`config.mk`:
```
export PLATFORM = sky130hd
export DESIGN_NAME = paddle_ctrl_accel
export DESIGN_NICKNAME = d
export VERILOG_FILES = /design/src/rtl/paddle_ctrl_accel.sv
export SDC_FILE = /design/constraint.sdc
export NUM_CORES = 1
export LEC_CHECK = 0
export ABC_AREA = 0
export CAP_MARGIN = 20
export CORE_UTILIZATION = 30
export CTS_CLUSTER_DIAMETER = 80
export DETAILED_ROUTE_END_ITERATION = 7
export PLACE_DENSITY = 0.57
export RECOVER_POWER = 25
export SLEW_MARGIN = 20
export SYNTH_ARGS = -nofsm -noshare
export SYNTH_HDL_FRONTEND = slang
export SYNTH_SLANG_ARGS = --single-unit
```
`constraint.sdc`:
```
create_clock -name clk -period 11.2 [get_ports clk]
set_clock_uncertainty 0.2 [all_clocks]
set_input_delay 1.68 -clock clk [delete_from_list [all_inputs] [get_ports clk]]
set_output_delay 1.68 -clock clk [all_outputs]
set_load 0.05 [all_outputs]
```
`src/rtl/paddle_ctrl_accel.sv`:
```
// Breakout paddle X controller: frame-tick driven motion with held-button speed ramp
// and exact clamping against both playfield walls.
module paddle_ctrl_accel #(
    parameter int XW          = 9,
    parameter int SCREEN_W    = 320,
    parameter int PAD_W       = 40,
    parameter int X_INIT      = 140,
    parameter int V_MIN       = 1,
    parameter int V_MAX       = 4,
    parameter int ACCEL_TICKS = 8,
    parameter int VW          = 3
) (
    input  logic          clk,
    input  logic          reset,
    input  logic          en,
    input  logic          left,
    input  logic          right,
    output logic [XW-1:0] x_out,
    output logic [VW-1:0] speed,
    output logic [1:0]    dir,
    output logic          at_left,
    output logic          at_right
);

    localparam int XMAX = SCREEN_W - PAD_W;
    localparam int HW   = (ACCEL_TICKS > 1) ? $clog2(ACCEL_TICKS) : 1;

    typedef enum logic [1:0] {
        IDLE  = 2'b00,
        LEFT  = 2'b01,
        RIGHT = 2'b10
    } state_t;

    state_t        state;
    state_t        req;
    logic [HW-1:0] hold_cnt;
    logic [HW-1:0] hold_next;
    logic [VW-1:0] speed_next;
    logic [XW-1:0] x_next;
    logic [XW:0]   x_wide;
    logic [XW:0]   s_wide;
    logic [XW:0]   sum_wide;

    // Next-tick values; one extra bit on the position math so nothing wraps.
    always_comb begin
        req = IDLE;
        if (left && !right) begin
            req = LEFT;
        end else if (right && !left) begin
            req = RIGHT;
        end

        hold_next  = '0;
        speed_next = '0;
        x_next     = x_out;
        x_wide     = {1'b0, x_out};
        s_wide     = '0;
        sum_wide   = '0;

        if (req != IDLE) begin
            if (req != state) begin
                speed_next = VW'(V_MIN);
            end else if (hold_cnt == HW'(ACCEL_TICKS - 1)) begin
                speed_next = (speed >= VW'(V_MAX)) ? VW'(V_MAX) : speed + VW'(1);
            end else begin
                hold_next  = hold_cnt + HW'(1);
                speed_next = speed;
            end

            s_wide = (XW + 1)'(speed_next);

            // Hitting or resting on a wall drops back to crawl speed.
            if (req == LEFT) begin
                sum_wide = x_wide - s_wide;
                if ((x_wide < s_wide) || (x_out == '0)) begin
                    x_next     = '0;
                    speed_next = VW'(V_MIN);
                    hold_next  = '0;
                end else begin
                    x_next = sum_wide[XW-1:0];
                end
            end else begin
                sum_wide = x_wide + s_wide;
                if ((sum_wide > (XW + 1)'(XMAX)) || (x_out == XW'(XMAX))) begin
                    x_next     = XW'(XMAX);
                    speed_next = VW'(V_MIN);
                    hold_next  = '0;
                end else begin
                    x_next = sum_wide[XW-1:0];
                end
            end
        end
    end

    always_ff @(posedge clk) begin
        if (reset) begin
            state    <= IDLE;
            x_out    <= XW'(X_INIT);
            speed    <= '0;
            hold_cnt <= '0;
        end else if (en) begin
            state    <= req;
            x_out    <= x_next;
            speed    <= speed_next;
            hold_cnt <= hold_next;
        end
    end

    assign dir      = state;
    assign at_left  = (x_out == '0);
    assign at_right = (x_out == XW'(XMAX));

endmodule
```
# Yosys cells after proc, flatten, opt, wreduce, memory -nomap -nowiden
# Index checks and enable logic that the tools add are counted.
[classes] n_eq_ne=4 n_bitwise=0 addsub=4 n_mul=0 shift=0 div=0 muxes=19 n_reduce_logical=9 n_lt_le_gt_ge=3
[ops] operator="3-bit 2-to-1 mux" n=14
[ops] operator="9-bit 2-to-1 mux" n=3
[ops] operator="9-bit by 3-bit adder with 10-bit output" n=1
[ops] operator="10-bit by 9-bit > comparator with 1-bit output, second input constant" n=1
[ops] operator="9-bit == test, second input constant" n=1
[ops] operator="9-bit zero test" n=1
[ops] operator="9-bit by 3-bit less-than comparator with 1-bit output" n=1
[ops] operator="9-bit by 3-bit subtractor with 9-bit output" n=1
[ops] operator="3-bit by 1-bit adder with 3-bit output, second input constant" n=2
[ops] operator="2-bit 2-to-1 mux" n=2
[ops] operator="3-bit == test, second input constant" n=1
[ops] operator="3-bit >= comparator, second input constant" n=1
[ops] operator="2-bit by 1-bit == test with 1-bit output, second input constant" n=1
[ops] operator="1-bit logical AND" n=2
[ops] operator="1-bit zero test" n=2
[ops] operator="1-bit logical OR" n=2
[ops] operator="2-bit != test" n=1
[ops] operator="2-bit AND reduction" n=1
[ops] operator="2-bit nonzero test" n=1
[word_totals] rom_bits=0 latchBits=0 output_inout_bits=16 regBits=17 mem_bits_rw=0 memories=0 wordCells=43 input_bits=5

# Depth between registers and ports, before layout
[depth] depth_word=13 ltp_mapped=14

# Worst setup path after synthesis
# OpenSTA, ideal clock, no wires.
[synth_path] path_kind="input to register" from="in right" to="reg hold_cnt[1]" stages=14 setup_ns=0.117 setup_slack_ns=6.403 arrival_time_ns=4.480 path_cell_list="inv_1 -> ha_1 -> xor2_1 -> nor2_1 -> o211ai_1 -> ha_1 -> fa_1 -> nor2b_1 -> o21ai_0 -> xor2_1 -> o311ai_2 -> o21ba_4 -> and4b_1 -> a32o_2"
[synth_via] elab_chain_len=12 elab_cells_between_ends=20 cone_classes="add/sub: 1; order compare: 2; eq/ne: 2; mux: 9; reduce/logical: 6"
[synth_lines] element="from (decl)" line="17" source="input logic right,"
[synth_lines] element="1-bit zero test *" line="47" source="if (left && !right) begin"
[synth_lines] element="1-bit logical AND *" line="47"
[synth_lines] element="2-bit 2-to-1 mux *" line="47"
[synth_lines] element="named net req[0]" line="35" source="state_t req;"
[synth_lines] element="2-bit != test" line="61" source="if (req != state) begin"
[synth_lines] element="3-bit 2-to-1 mux" line="61"
[synth_lines] element="3-bit 2-to-1 mux" line="60" source="if (req != IDLE) begin"
[synth_lines] element="9-bit by 3-bit adder with 10-bit output" line="83" source="sum_wide = x_wide + s_wide;"
[synth_lines] element="10-bit by 9-bit > comparator with 1-bit output" line="84" source="if ((sum_wide > (XW + 1)'(XMAX)) || (x_out == XW'(XMAX))) begin"
[synth_lines] element="1-bit logical OR" line="84"
[synth_lines] element="3-bit 2-to-1 mux" line="84"
[synth_lines] element="3-bit 2-to-1 mux" line="73" source="if (req == LEFT) begin"
[synth_lines] element="3-bit 2-to-1 mux *" line="60"
[synth_lines] element="to (signal assigned)" line="105" source="hold_cnt <= hold_next;"
[synth_lines] element="to (decl)" line="36" source="logic [HW-1:0] hold_cnt;"
# The timed path passes the listed nets; every way through them passes the cells marked *. The select of a mux whose other input is x is not followed.
# A chain may end at the register's enable or synchronous reset.

# Final worst setup path
[layout_path] from="in left" to="reg hold_cnt[2]"
[layout_via] elab_cells_between_ends=20 cone_classes="add/sub: 1; order compare: 2; eq/ne: 2; mux: 9; reduce/logical: 6"
[layout_rtl] element="from (decl)" line="16" source="input logic left,"
[layout_rtl] element="1-bit logical AND *" line="47"
[layout_rtl] element="2-bit 2-to-1 mux *" line="47"
[layout_rtl] element="named net req[0]" line="35"
[layout_rtl] element="2-bit != test" line="61"
[layout_rtl] element="3-bit 2-to-1 mux" line="61"
[layout_rtl] element="3-bit 2-to-1 mux" line="60"
[layout_rtl] element="9-bit by 3-bit adder with 10-bit output" line="83"
[layout_rtl] element="10-bit by 9-bit > comparator with 1-bit output" line="84"
[layout_rtl] element="1-bit logical OR" line="84"
[layout_rtl] element="3-bit 2-to-1 mux" line="84"
[layout_rtl] element="3-bit 2-to-1 mux" line="73"
[layout_rtl] element="3-bit 2-to-1 mux *" line="60"
# Marks and branches as above.

==> results.md <==
- Status: completed
- Drt drc: 0
- Max Freq: 180 MHz
- Max Cap Viol: 0
- Syn nets: 202
- Final Hold Viols: 0
- Yosys warning count: 0
- Met1 Wirelength: 1820 um
- Worst VDD drop: 0.0685 mV
- Routed wl met3: ~160 um
- Number of port buffers: 20
- Final std cells w/o fill: 264
- Worst hold endpoint: hold_cnt[1]$_SDFFE_PP0P_
- Synth top area share: 22.7%
- Chip height: roughly 73 um
- Antenna violations before repair: 0
- Worst R2R Path Depth: 12
- GP Congestion: between 0.8 and 0.9
- CTS hold repair buffers: 0
- Vias in the first global route: 1259
- Routed length per instance: ~14 um
- Commonest cells after routing, fill and taps aside: nor2_1 (18), dfxtp_1 (17), o21ai_0 (13), ha_1 (13), clkdlybuf4s50_1 (13)
- CP delay by family, top: compound AO/OA/AOI/OAI gates
- Yosys top cell by area: dfxtp_1
- Setup repair after global routing missed its margin: false
- Largest net degree at the start of global routing: 16
- Initial Utilization: 31.5%
- Slew @ Worst Pin: 1.01 ns
- Clk root buf: clkbuf_8
- Tcrit/Tclk final: 49.5%
- Share of cells above drive strength 1: 8.63%
- CTS tree: done
- Cells along the critical path: dlygate4sd3_1 -> ha_1 -> xor2_1 -> nor2_1 -> o211ai_1 -> ha_1 -> fa_1 -> nor2b_1 -> o21ai_0 -> xor2_1 -> o311ai_2 -> o21ba_4 -> and4b_1 -> a32o_2
- Avg Inst Size Synth: 8.24 um2
- Total power divided by cell area: between 80 and 90 nW/um2
- Leakage: 0.706 nW
- Clk_lat worst skew: 0.26 ns
- Post-synth EDFFs: 0
- Slowest CP cell: dlygate4sd3_1
- Total CTS buffers: 3
- HPWL after DPL: between 2000 and 3000 um
- FP Rows: 25
- Post-CTS Setup Inserts: 0
- Multi-input gate area: 1080 um2
- Vias: 1358
- Post-Syn Area: between 1000 and 1500 um2
- Fin util: 37.6%
- Cells after Synth: 182
- Area contributors post-synth: dfxtp_1 (23%), ha_1 (11%), nor2_1 (4.5%), o21ai_0 (4.3%), xor2_1 (4.1%)
- Worst-path maximum fanout: 15
- H-tree Lvls: 1
- Clk buf depth: 2
- Overall routing resource usage: 15.3%
- WP data required: ~11 ns
- Final TNS setup: 0 ns
- Final setup margin: 5.66 ns
- P&R area growth vs syn: 19.4%
- Worst setup EP type: flip-flop
- Core ar.: ~4800 um2
- Worst R2R End: x_out[6]$_SDFFE_PP0P_
- Startpoint types: primary input
- Die Wd: 72.7 um
- Hold Crit Class: reg2reg
- R2r startpoint: hold_cnt[0]$_SDFFE_PP0P_
- Final ANT Viol Nets: 0
- #FFs+latches synth: 17
- Drt pass-1 iters: 4
- Total power: between 150 and 200 uW
- Sequential share of the synthesized area: 22.7%
- Crit path buffers/inverters: 1
- Min-delay src: hold_cnt[1]$_SDFFE_PP0P_
- Post-Route WL: 3780 um
- Leading cell type in the layout, fill and taps excluded: nor2_1
- Nets: around 220
- WHS Path Cells: 1
- WL met2: around 1700 um
- Minimum clock period: 5.54 ns
- Full die area: between 5000 and 6000 um2
- Initial DRC Count: 133
- Clk slew on worst S/H paths: 0.07 ns
- Antenna diode count: 0
- Via density: 5.14
- CTS sink count: 17
- Fill count: 513
- Asr flop ratio synth: 0%
- Resized Gates After CTS: 0
- Reg area: 340 um2
- Setup CP Type: in2reg
- Synth Flop Type: dfxtp_1
- Synth unique cells: 52
- Global-route wire length before repair: 6190 um
- Pre-CTS setup slack: 5.49 ns
- Worst path arrival time: 5.49 ns
- Rel. slew slack: 32.6%
- Slew Limit Fails: 0
- Largest stage delay on the critical path: 0.55 ns
- R2r setup slk: ~7.6 ns
- I/O pin cnt: 21
- Crit path from: left
- DR top layer: met4
- Final setup vio count: 0
- Post-Place Cells: 260
- Remaining Overflow, GRT: 0
==> cell families after synthesis <==
logic type | Yosys count | share of synthesized area [%]
and+or+nand+nor | 67 | 25.8
AOI/OAI and AO/OA | 48 | 23.7
buffers and inverters | 20 | 5.34
DFF | 17 | 22.7
adders and majority gates | 15 | 13.5
xor gates and xnor gates | 13 | 7.60
muxes | 2 | 1.34
==> flip-flops by register name (all words and copies together), names as in the netlist <==
name	cells
x_out	9
hold_cnt	3
speed	3
dir	2
==> cell type report <==
type | count | share of cell area, %
Clock buffer | 4 | 2.52
Sequential cell | 17 | 19.0
Multi-Input combinational cell | 145 | 60.3
Tap cell | 67 | 4.69
Inverter | 11 | 2.31
Timing Repair Buffer | 20 | 11.2
==> through the flow <==
step	hold slack (ns)	cell area (um2)
after CTS	0.292	1790
after global placement	0.261	1740
after detailed placement	0.275	1740
final	0.290	1790
after floorplan	0.248	1500
after global routing	0.313	1790
==> power by group <==
group | switching, mW | internal (mW) | total (mW)
registers | 0.00426 | 0.0628 | 0.0671
logic | 0.0278 | 0.0164 | 0.0442
clock network | 0.0238 | 0.0253 | 0.0491
total | 0.0559 | 0.105 | 0.160
==> per-layer routing <==
metal	track usage [%]	vias up
met2	25.0	26
met1	20.5	643
li1	-	683
met4	3.49	0
met5	0	-
met3	3.31	6
==> worst max path at each step <==
stage | endpoint | cells after the start
2_1_floorplan | hold_cnt[1]$_SDFFE_PP0P_ | 14
3_3_place_gp | hold_cnt[1]$_SDFFE_PP0P_ | 14
3_5_place_dp | hold_cnt[2]$_SDFFE_PP0P_ | 14
4_1_cts | hold_cnt[2]$_SDFFE_PP0P_ | 14
5_1_grt | x_out[3]$_SDFFE_PP1P_ | 14
6_report | hold_cnt[2]$_SDFFE_PP0P_ | 14
==> cell usage after synthesis, types with 5 or more instances <==
cell type	count
a211oi_1	5
a21oi_1	9
clkbuf_1	5
dfxtp_1	17
ha_1	13
inv_1	11
nand2_1	11
nand2b_1	5
nor2_1	18
nor3_1	5
o21ai_0	13
xnor2_1	6
xor2_1	7
No activity file was read; power rests on OpenSTA's default activity.
